## config.mk

```make
export PLATFORM = sky130hd
export DESIGN_NAME = hazard_stall_ctrl
export DESIGN_NICKNAME = d
export VERILOG_FILES = /design/src/rtl/pipeline_pkg.sv /design/src/rtl/hazard_stall_ctrl_mdu_busy_timer.sv /design/src/rtl/hazard_stall_ctrl.sv
export SDC_FILE = /design/constraint.sdc
export NUM_CORES = 1
export LEC_CHECK = 0
export CORE_UTILIZATION = 44
export DETAILED_ROUTE_END_ITERATION = 10
export PLACE_DENSITY = 0.79
export SYNTH_ARGS = -nofsm -noshare
export SYNTH_HDL_FRONTEND = slang
export SYNTH_SLANG_ARGS = --single-unit
```

## constraint.sdc

```tcl
create_clock -name Clock -period 3 [get_ports Clock]
set_clock_uncertainty 0.2 [all_clocks]
set_input_delay 0.6 -clock Clock [delete_from_list [all_inputs] [get_ports Clock]]
set_output_delay 0.6 -clock Clock [all_outputs]
set_load 0.05 [all_outputs]
```

## src/rtl/pipeline_pkg.sv

```systemverilog
// Shared pipeline definitions: hazard controller state encoding and the
// constants used by the IF/ID and ID/EX pipeline registers.
package pipeline_pkg;

    typedef enum logic {
        RUN      = 1'b0,
        MDU_BUSY = 1'b1
    } hazard_state_t;

    // Register $zero never carries a real dependency
    localparam logic [4:0]  REG_ZERO  = 5'd0;

    // Encoding loaded into IF/ID on a flush
    localparam logic [31:0] NOP       = 32'h0000_0000;

    // Width of the MDU countdown; MDU latencies up to 15 fit
    localparam int          MDU_CNT_W = 4;

endpackage

```

## src/rtl/hazard_stall_ctrl_mdu_busy_timer.sv

```systemverilog
// Loadable down-counter tracking how many more cycles the multi-cycle
// multiply/divide unit stays occupied. Busy whenever the count is nonzero.
module mdu_busy_timer
    import pipeline_pkg::*;
#(
    parameter int CNT_W = MDU_CNT_W
) (
    input  logic             clk,
    input  logic             rst_n,
    input  logic             load,
    input  logic [CNT_W-1:0] load_value,
    output logic [CNT_W-1:0] count,
    output logic             busy
);

    // Load on issue, otherwise count down to zero and stay there
    always_ff @(posedge clk or negedge rst_n) begin
        if (!rst_n) begin
            count <= '0;
        end else if (load) begin
            count <= load_value;
        end else if (count != '0) begin
            count <= count - 1'b1;
        end
    end

    assign busy = (count != '0);

endmodule

```

## src/rtl/hazard_stall_ctrl.sv

```systemverilog
// Pipeline hazard controller sitting beside the ID stage. Resolves load-use,
// MDU structural and branch/jump control hazards, and counts stall cycles.
module hazard_stall_ctrl
    import pipeline_pkg::*;
#(
    parameter int REG_ADDR_W  = 5,
    parameter int MDU_LATENCY = 4,
    parameter int PERF_W      = 16
) (
    input  logic                  Clock,
    input  logic                  Reset_n,
    input  logic [REG_ADDR_W-1:0] ID_Rs,
    input  logic [REG_ADDR_W-1:0] ID_Rt,
    input  logic                  ID_UsesRt,
    input  logic                  ID_IsMulDiv,
    input  logic                  ID_ReadsHiLo,
    input  logic                  ID_Jump,
    input  logic                  EX_MemRead,
    input  logic [REG_ADDR_W-1:0] EX_Rt,
    input  logic                  EX_BranchTaken,
    output logic                  PCWrite,
    output logic                  IF_ID_Stall,
    output logic                  IF_ID_Flush,
    output logic                  ID_EX_Bubble,
    output logic                  MDU_Busy,
    output logic [PERF_W-1:0]     StallCycles
);

    hazard_state_t          state;
    hazard_state_t          next_state;
    logic [MDU_CNT_W-1:0]   mdu_cnt;
    logic                   mdu_issue;
    logic                   load_use;
    logic                   mdu_hz;

    assign load_use = EX_MemRead
                    && (EX_Rt != REG_ADDR_W'(REG_ZERO))
                    && ((EX_Rt == ID_Rs) || (ID_UsesRt && (EX_Rt == ID_Rt)));

    assign mdu_hz = (state == MDU_BUSY) && (ID_IsMulDiv || ID_ReadsHiLo);

    mdu_busy_timer #(
        .CNT_W      (MDU_CNT_W)
    ) u_mdu_timer (
        .clk        (Clock),
        .rst_n      (Reset_n),
        .load       (mdu_issue),
        .load_value (MDU_CNT_W'(MDU_LATENCY)),
        .count      (mdu_cnt),
        .busy       (MDU_Busy)
    );

    // State register for the MDU occupancy FSM
    always_ff @(posedge Clock or negedge Reset_n) begin
        if (!Reset_n) begin
            state <= RUN;
        end else begin
            state <= next_state;
        end
    end

    // Prioritised pipeline controls and next-state; flush beats stall beats jump
    always_comb begin
        PCWrite      = 1'b1;
        IF_ID_Stall  = 1'b0;
        IF_ID_Flush  = 1'b0;
        ID_EX_Bubble = 1'b0;
        mdu_issue    = 1'b0;
        next_state   = state;

        if (!Reset_n) begin
            PCWrite      = 1'b0;
            IF_ID_Stall  = 1'b1;
            IF_ID_Flush  = 1'b1;
            ID_EX_Bubble = 1'b1;
        end else if (EX_BranchTaken) begin
            IF_ID_Flush  = 1'b1;
            ID_EX_Bubble = 1'b1;
        end else if (load_use || mdu_hz) begin
            PCWrite      = 1'b0;
            IF_ID_Stall  = 1'b1;
            ID_EX_Bubble = 1'b1;
        end else begin
            IF_ID_Flush  = ID_Jump;
            mdu_issue    = ID_IsMulDiv;
        end

        case (state)
            RUN: begin
                if (mdu_issue) begin
                    next_state = MDU_BUSY;
                end
            end
            MDU_BUSY: begin
                if (mdu_cnt <= MDU_CNT_W'(1)) begin
                    next_state = RUN;
                end
            end
            default: next_state = RUN;
        endcase
    end

    // Saturating count of cycles the front end was held
    always_ff @(posedge Clock or negedge Reset_n) begin
        if (!Reset_n) begin
            StallCycles <= '0;
        end else if (IF_ID_Stall && (StallCycles != '1)) begin
            StallCycles <= StallCycles + 1'b1;
        end
    end

endmodule

```

==> results.py <==
metrics = {
    "status": {
        "outcome": "finished clean",
    },
    "layout": {
        "fillers": 211,
        "diodes": 0,
        "nets": 213,
        "fin_cells": 215,
        "finish.utilization_pct": 71.8,
        "multi_input_area_sq_um": 722,
        "area.sequential_sq_um": 526,
        "areaGrowthSynthToFinish_pct": 48.6,
        "layout-drive-gt1-share_pct": 14.6,
        "design_area_sq_mm": 0.00186,
    },
    "yosys": {
        "synth_top_area_share_pct": 42.0,
        "synth_compound_area_share_pct": 5.00,
        "async_flop_share_pct": 100,
        "ys_top_cells_by_count": "xnor2_1 (26), dfrtp_1 (21), nand2_1 (17)",
        "synthesis.area_sq_mm": 0.00125,
        "synthCells": 131,
        "synth_top_area_cell": "dfrtp_1",
        "synthTopCellsByArea": "dfrtp_1 (42%), xnor2_1 (18%), nand3_1 (5.2%), nand2_1 (5.1%), ha_1 (4.0%)",
        "synth_adder_area_share_pct": 4.00,
        "yosysMostFrequentCell": "xnor2_1",
        "yosys_warnings": 0,
        "yosys_register_bits": 21,
        "synthDistinctLibCells": 31,
        "synth_edf_count": 0,
        "yosysSeqAreaShare_pct": 42.0,
        "syn_nets": 158,
        "synth_top_family_by_area": "simple AND/OR/NAND/NOR gates",
        "yosys.area_share.simple_pct": 26.1,
        "muxShareOfSynthArea_pct": 0.899,
        "syn_area_per_cell_sq_um": 9.56,
        "synth_xor_area_share_pct": 18.9,
        "ys.flop_type": "dfrtp_1",
    },
    "worst_setup_path": {
        "cp_max_fo": 3,
        "cp.arrival_ns": 2.16,
        "cp_data_required_time_ns": 2.20,
        "crit_path_start_kind": "input pin",
        "end_kind": "output pin",
        "crit_type": "in -> out",
    },
    "place": {
        "placed_area_sq_mm": 0.00181,
        "detailedPlace.worstSlack_ns": -0.214,
        "gp_congestion": 0.800,
        "hpwl_um": 2380,
        "io_buffer_count": 43,
        "dp_cells": 210,
    },
    "timing": {
        "worst_slack_ns": 0.0423,
        "tightest_slew_ns": 0.511,
        "fin_crit_sh_pct": 98.6,
        "finalHoldViolCount": 0,
        "finalMaxSlewViolations": 0,
        "fmax_mhz": 338,
        "maxSlewHeadroom_pct": 65.8,
        "rsz0062_at_grt": "true",
        "setup_violations": 0,
        "min_period_ns": 2.96,
        "tns_ns": 0,
    },
    "power_and_ir_drop": {
        "powerDensity_mw_per_mm2": 693,
        "p_leak_nw": 0.814,
        "max-vdd-ir-drop_mv": 0.701,
    },
    "routing": {
        "detail-route-antenna-nets": 0,
        "wire_per_inst_um": 13.7,
        "wl_um": 2950,
        "dr_total_vias": 1126,
        "routed_via_density": 5.24,
        "drtPass1Iterations": 6,
        "drcViolationCount": 0,
        "drt_iter0_markers": 23,
    },
    "hold_path": {
        "hold_class": "reg -> reg",
    },
    "grt": {
        "grt_pass1_vias": 1222,
        "overflow": 0,
        "track_usage_pct": 20.7,
        "antenna_found_initial": 0,
        "grt_max_degree": 22,
        "grt_first_pass_wirelength_um": 5240,
    },
    "die": {
        "die_area_sq_mm": 0.00306,
        "placementRows": 18,
        "start_util_pct": 48.4,
        "dieWidth_um": 55.4,
        "core_sq_mm": 0.00259,
        "die_h_um": 55.4,
        "ios": 44,
    },
    "cts": {
        "cts_max_path_buffers": 2,
        "clk_pin_slew_worst_paths_ns": 0.11,
        "cts_tree": "yes",
        "cts.sinks": 21,
        "root_buffer": "clkbuf_4",
        "cts-buffers-inserted": 3,
        "clk_latency_ns": 0.30,
        "h-tree-depth": 1,
    },
    "job": {
        "maxCapViolations": 0,
    },
}
## flip-flops by register name (all words and copies together), names as in the netlist
register           cells
u_mdu_timer.count      4
state                  1
StallCycles           16
## per-layer routing
metal	track usage, %	share of wire, %	vias to the layer above
met3	3.28	3.2	4
met4	3.93	1.3	0
met2	38.7	53	22
met5	0	0	-
li1	-	-	561
met1	24.9	43	539
## worst max-delay path: stages
cell	delay, ns
dlygate4sd2_1	0.27
or4_4	0.55
o21ai_4	0.17
nor2b_4	0.05
and2b_2	0.21
nand3b_1	0.12
buf_12	0.18
## where the power goes
part	switching (mW)	internal, mW
Combinational	0.404	0.299
Sequential	0.0886	0.365
Clock	0.0814	0.0518
## what timing repair did
| item | in CTS | in global routing |
|---|---|---|
| setup endpoints to repair | 4 | 2 |
| cloned | 0 | 0 |
| pin swaps | 14 | 6 |
| hold buffers | 0 | 0 |
| gates resized for setup | 17 | 5 |
| setup buffers | 1 | 0 |
## placed cells by master (no fill, tap or decap), drive strengths merged
cell type	count
o21ai	4
dlymetal6s2s	1
ha	4
nand3	13
and3	4
nand2b	1
and2b	1
or4b	1
a21o	3
nor2	5
nor2b	1
xnor2	26
dlygate4sd2	14
buf	14
or3	1
nor3	3
clkdlybuf4s50	24
mux2	1
and2	2
o211a	1
nand4	6
nand3b	1
nor4	2
dfrtp	21
o22ai	1
xor2	1
inv	5
and4	1
nand2	17
or4	1
nand4b	1
clkbuf	4
## through the flow
step,total power [mW],hold WS [ns]
finish,1.29,0.300
floorplan,0.912,0.104
global route,1.38,0.330
global placement,1.13,0.283
CTS,1.30,0.302
detailed placement,1.16,0.287
## cell type report
class / count / share of cell area, %
clock buffer: 4 / 1.41
multi-input combinational: 102 / 38.8
timing repair buffer: 53 / 28.5
sequential: 21 / 28.2
inverter: 5 / 1.01
tap: 30 / 2.02
## cell families after synthesis
| family | after synthesis |
|---|---|
| DFF | 21 |
| and+or+nand+nor | 61 |
| adders and majority gates | 4 |
| buffers and inverters | 8 |
| muxes | 1 |
| AOI/OAI and AO/OA | 9 |
| xor gates and xnor gates | 27 |
## final timing paths
| check | cells past startpoint | slack [ns] | start | to |
|---|---|---|---|---|
| setup / recovery | 7 | 0.04 | EX_Rt[1] | ID_EX_Bubble |
| hold / removal | 1 | 0.30 | StallCycles[13] | StallCycles[13] |
| setup reg to reg | 6 | 0.85 | StallCycles[3] | StallCycles[1] |
| hold reg to reg | 1 | 0.30 | StallCycles[13] | StallCycles[13] |
| max in group asynchronous | 2 | 1.86 | Reset_n | StallCycles[7] |
| min in group asynchronous | 2 | 0.53 | Reset_n | state |
Power figures use the tool's default switching activity.
